[config.mk]
export PLATFORM = sky130hd
export DESIGN_NAME = grf_scoreboard
export DESIGN_NICKNAME = d
export VERILOG_FILES = /design/src/rtl/grf_scoreboard_pkg.sv /design/src/rtl/grf_pending_cnt.sv /design/src/rtl/grf_scoreboard.sv
export SDC_FILE = /design/constraint.sdc
export NUM_CORES = 2
export LEC_CHECK = 0
export CAP_MARGIN = 20
export CORE_ASPECT_RATIO = 1.2
export CORE_MARGIN = 5
export CORE_UTILIZATION = 39
export CTS_CLUSTER_DIAMETER = 30
export CTS_CLUSTER_SIZE = 28
export DETAILED_ROUTE_END_ITERATION = 8
export PLACE_DENSITY = 0.58
export RECOVER_POWER = 100
export SLEW_MARGIN = 20
export SYNTH_ARGS = -nofsm -noshare
export SYNTH_HDL_FRONTEND = slang
export SYNTH_SLANG_ARGS = --single-unit
[constraint.sdc]
create_clock -name clk -period 7.02 [get_ports clk]
set_input_delay 1.053 -clock clk [delete_from_list [all_inputs] [get_ports clk]]
set_output_delay 1.053 -clock clk [all_outputs]
set_load 0.02 [all_outputs]
[src/rtl/grf_scoreboard_pkg.sv]
// Shared pipeline constants and types for the D-stage register file.
package grf_scoreboard_pkg;

    localparam int unsigned NREG_DEF = 32;
    localparam int unsigned AW_DEF   = 5;
    localparam int unsigned DW_DEF   = 32;
    localparam int unsigned CW_DEF   = 2;

    // Architectural register numbers with fixed meaning.
    localparam int unsigned REG_ZERO = 0;
    localparam int unsigned REG_RA   = 31;

    // One pending-write counter: producers in flight in E, M and W.
    typedef logic [CW_DEF-1:0] pcnt_t;

endpackage

[src/rtl/grf_pending_cnt.sv]
// Saturating up/down pending-write counter for one architectural register.
// err flags an update that had to saturate high or clamp at zero.
module grf_pending_cnt #(
    parameter int unsigned CW = 2
) (
    input  logic          clk,
    input  logic          reset,
    input  logic          inc,
    input  logic [1:0]    dec,
    output logic [CW-1:0] count,
    output logic          err
);

    localparam int unsigned MAXV = (1 << CW) - 1;

    logic [CW-1:0] cnt_q;
    logic [CW-1:0] cnt_d;
    logic [CW+1:0] up;
    logic [CW+1:0] dec_ext;
    logic [CW+1:0] diff;

    // Net update with saturation at both ends.
    always_comb begin
        up      = {2'b00, cnt_q} + {{(CW+1){1'b0}}, inc};
        dec_ext = {{CW{1'b0}}, dec};
        diff    = up - dec_ext;
        cnt_d   = cnt_q;
        err     = 1'b0;
        if (up < dec_ext) begin
            cnt_d = '0;
            err   = 1'b1;
        end else if (diff > (CW+2)'(MAXV)) begin
            cnt_d = '1;
            err   = 1'b1;
        end else begin
            cnt_d = diff[CW-1:0];
        end
    end

    // Counter register, synchronous reset.
    always_ff @(posedge clk) begin
        if (reset) begin
            cnt_q <= '0;
        end else begin
            cnt_q <= cnt_d;
        end
    end

    assign count = cnt_q;

endmodule

[src/rtl/grf_scoreboard.sv]
// D-stage general register file with W->D bypass and a per-register
// pending-write scoreboard that generates the D-stage stall.
module grf_scoreboard
    import grf_scoreboard_pkg::*;
#(
    parameter int unsigned NREG = NREG_DEF,
    parameter int unsigned AW   = AW_DEF,
    parameter int unsigned DW   = DW_DEF,
    parameter int unsigned CW   = CW_DEF
) (
    input  logic          clk,
    input  logic          reset,
    input  logic [AW-1:0] ra1,
    input  logic [AW-1:0] ra2,
    input  logic          use1,
    input  logic          use2,
    output logic [DW-1:0] rd1,
    output logic [DW-1:0] rd2,
    output logic          stall,
    input  logic          iss_valid,
    input  logic [AW-1:0] iss_wa,
    input  logic          we,
    input  logic [AW-1:0] wa,
    input  logic [DW-1:0] wd,
    input  logic          kill_valid,
    input  logic [AW-1:0] kill_wa,
    output logic          sb_err
);

    localparam logic [AW-1:0] RZ = AW'(REG_ZERO);

    logic [DW-1:0]   regs_q [NREG];
    logic [CW-1:0]   cnt    [NREG];
    logic [NREG-1:0] err_vec;
    logic            sb_err_q;

    logic hit1;
    logic hit2;
    logic pend1;
    logic pend2;
    logic acc;

    assign cnt[0]     = '0;
    assign err_vec[0] = 1'b0;

    // Register storage; register 0 is never written and stays zero.
    always_ff @(posedge clk) begin
        if (reset) begin
            for (int unsigned i = 0; i < NREG; i++) begin
                regs_q[i] <= '0;
            end
        end else if (we && (wa != RZ)) begin
            regs_q[wa] <= wd;
        end
    end

    // Read ports with same-cycle bypass of the W-stage write.
    always_comb begin
        hit1 = we && (wa == ra1) && (ra1 != RZ);
        hit2 = we && (wa == ra2) && (ra2 != RZ);
        rd1  = '0;
        rd2  = '0;
        if (ra1 == RZ) begin
            rd1 = '0;
        end else if (hit1) begin
            rd1 = wd;
        end else begin
            rd1 = regs_q[ra1];
        end
        if (ra2 == RZ) begin
            rd2 = '0;
        end else if (hit2) begin
            rd2 = wd;
        end else begin
            rd2 = regs_q[ra2];
        end
    end

    // A source is still pending if more producers are in flight than the
    // one retiring this cycle. Comparing cnt > hit (instead of cnt - hit)
    // keeps an unscoreboarded write to a zero count from looking pending.
    always_comb begin
        pend1 = cnt[ra1] > CW'(hit1);
        pend2 = cnt[ra2] > CW'(hit2);
        stall = !reset && ((use1 && pend1) || (use2 && pend2));
        acc   = iss_valid && !stall && (iss_wa != RZ);
    end

    // One pending counter per writable register.
    for (genvar r = 1; r < NREG; r++) begin : g_cnt
        logic       inc;
        logic       wdec;
        logic       kdec;
        logic [1:0] dec;

        assign inc  = acc && (iss_wa == AW'(r));
        // A write with nothing pending is legal and must not underflow.
        assign wdec = we && (wa == AW'(r)) && (cnt[r] != '0);
        assign kdec = kill_valid && (kill_wa == AW'(r));
        assign dec  = {1'b0, wdec} + {1'b0, kdec};

        grf_pending_cnt #(
            .CW (CW)
        ) u_cnt (
            .clk   (clk),
            .reset (reset),
            .inc   (inc),
            .dec   (dec),
            .count (cnt[r]),
            .err   (err_vec[r])
        );
    end

    // Sticky overflow/underflow flag, cleared only by reset.
    always_ff @(posedge clk) begin
        if (reset) begin
            sb_err_q <= 1'b0;
        end else if (|err_vec) begin
            sb_err_q <= 1'b1;
        end
    end

    assign sb_err = sb_err_q;

endmodule

==> results.json <==
{
  "synth.distinct_cells": 63,
  "grt.total_usage_pct": 26.9,
  "antenna_found_initial": 12,
  "grt_pass1_wl_um": 325000,
  "finalHoldViolations": 0,
  "maxCapViolCount": 54,
  "rows": 161,
  "status": "finished with violations",
  "path_max_fanout": 42,
  "first_iter_violations": 4833,
  "vias": 42200,
  "die_y_um": 451,
  "slew_viol_final": 1597,
  "cts_buffers": 236,
  "yosysMostFrequentCell": "edfxtp_1",
  "cp.arrival_ns": 7.21,
  "ys_ff_latch": 1087,
  "netlist_area_mm2": 0.0631,
  "rsz0062_at_grt": "no",
  "p_per_area_mw_per_mm2": 296,
  "critPathRequiredTime_ns": 7.51,
  "setup_viol": 0,
  "leakage_nw": 25.8,
  "synth_area_leaders": "edfxtp_1 (49%), mux4_2 (19%), and2_1 (9.9%), ha_1 (3.1%), dfxtp_1 (2.0%)",
  "die-area_mm2": 0.170,
  "post-route-util_pct": 46.6,
  "drc_errors": 0,
  "syn-instance-count": 4424,
  "fin_skew_ns": 0.0148,
  "worst-path-buf-inv": 3,
  "period_share_pct": 95.7,
  "gp_congestion": 0.856,
  "instances_no_fill": 6902,
  "cts_tree": "done",
  "clock_path_buffers": 3,
  "wl_um": 231000,
  "syn2layout_area_growth_pct": 18.7,
  "synth_commonest_cells": "edfxtp_1 (1024), and2_1 (998), mux4_2 (543), clkbuf_1 (307), ha_1 (157)",
  "htreeDepth": 4,
  "die-width_um": 377,
  "cts_setup_buffers": 0,
  "max-vdd-ir-drop_mv": 0.298,
  "synth_warnings": 0,
  "dr.pass1.iters": 7,
  "viasPerCell": 6.12,
  "core_mm2": 0.161,
  "synthFlopType": "edfxtp_1",
  "crit_family": "buffers and inverters",
  "tightest_slew_ns": 4.57,
  "ys_seq_area_share_pct": 50.7,
  "hp-class": "in2reg",
  "cts_hold_buf": 0,
  "grt.overflow.total": 0,
  "cts_resized": 0,
  "max_slew_margin_pct": -204,
  "cp_slowest_cell": "clkbuf_1",
  "cts_root_buf": "clkbuf_16",
  "worst_setup_path_start_kind": "input pin",
  "dp_hpwl_um": 140000,
  "fmax_ghz": 0.149,
  "dp_cells": 6451,
  "io_buffers": 129,
  "critPathKind": "in2reg",
  "wl_per_cell_um": 33.5,
  "grt_max_degree": 108,
  "synth_top_cell_area_share_pct": 48.7,
  "drive_gt1_share_pct": 23.7,
  "cts_sinks": 1087,
  "start_util_pct": 39.3,
  "placed_area_mm2": 0.0671,
  "fin_crit_ns": 6.72,
  "syn_avg_cell_area_um2": 14.3,
  "slowest_delay_ns": 2.56,
  "synth_async_sr_flop_share_pct": 0,
  "crit_chain": "clkbuf_1 > clkbuf_1 > or2_1 > clkbuf_1",
  "path_common_cell": "clkbuf_1",
  "ioPinCount": 130,
  "failed_checks": "max-capacitance violations, max-slew violations",
  "stdcell_area_mm2": 0.0749,
  "end_kind": "flop",
  "fin_tns_setup_ns": 0,
  "clock_latency_ns": 0.83,
  "nets": 4854,
  "clk_pin_slew_worst_paths_ns": 0.05,
  "yosys.area.top_type": "edfxtp_1",
  "grt_pass1_vias": 43700,
  "final_antenna_net_count": 0,
  "synth-edff-count": 1024
}
## cell usage in the layout (no fill, tap or decap), drive strengths merged, types with 63 or more instances in the layout
cell type,count
edfxtp,1024
mux2i,95
dfxtp,63
ha,157
clkinv,95
clkbuf,330
inv,143
and2,998
a211oi,73
nor2,135
nand2,75
buf,134
mux4,543
## final cells by class
type,instances,area (um2)
Inverter,128,480
Antenna cell,5,12.5
Multi-Input combinational cell,2813,28900
Sequential cell,1087,32000
Timing Repair Buffer,305,2540
Fill cell,14100,85800
Clock inverter,174,2250
Tap cell,2119,2650
Clock buffer,271,6080
## metrics by stage
step                power (W)  setup slack, ns  hold WS (ns)
global route           0.0228            0.262         0.853
finish                 0.0222            0.299         0.855
detailed placement     0.0108            0.458         0.888
floorplan             0.00962            0.837         0.815
global placement       0.0108            0.526         0.889
CTS                    0.0223            0.615         0.559
## power breakdown
part           internal (W)  leakage [nW]  switching, W  total (W)
logic               0.00120          11.6       0.00160    0.00280
clock network       0.00765          3.98       0.00385     0.0115
registers           0.00755          10.3      0.000359    0.00791
## state kept, by name, summed over array words and instances (netlist names)
signal             cells
regs_q              1024
g_cnt.u_cnt.count     62
sb_err                 1
## path summary, 6_finish.rpt
check	start	end	slack [ns]	depth (start not counted)
max	reset	regs_q[28][1]$_SDFFCE_PN0P_	0.30	4
max reg2reg	g_cnt[23].u_cnt.count[0]$_SDFF_PP0_	sb_err$_SDFFE_PP0P_	1.26	20
min reg2reg	g_cnt[3].u_cnt.count[0]$_SDFF_PP0_	g_cnt[3].u_cnt.count[0]$_SDFF_PP0_	0.90	4
min	wd[30]	regs_q[26][30]$_SDFFCE_PN0P_	0.86	2
## kinds of logic after synthesis
family,Yosys count,synth area share [%]
adders and majority gates,219,5.08
AOI/OAI and AO/OA,405,4.90
and+or+nand+nor,1494,14.2
buffers and inverters,555,3.79
other,1,0.00594
xor gates and xnor gates,9,0.125
muxes,654,21.2
DFF,1087,50.7
## metal layers
| layer | up-vias | part of all wire [%] | GRT usage, % | routed length, um |
|---|---|---|---|---|
| met4 | 2 | 5.8 | 13.9 | 13500 |
| met1 | 21900 | 36 | 32.6 | 83200 |
| met5 | - | 0.0048 | 0 | 11 |
| met3 | 597 | 8.9 | 6.10 | 20500 |
| li1 | 17300 | - | - | - |
| met2 | 2409 | 49 | 45.0 | 114000 |
No activity file was read; power rests on OpenSTA's default activity.
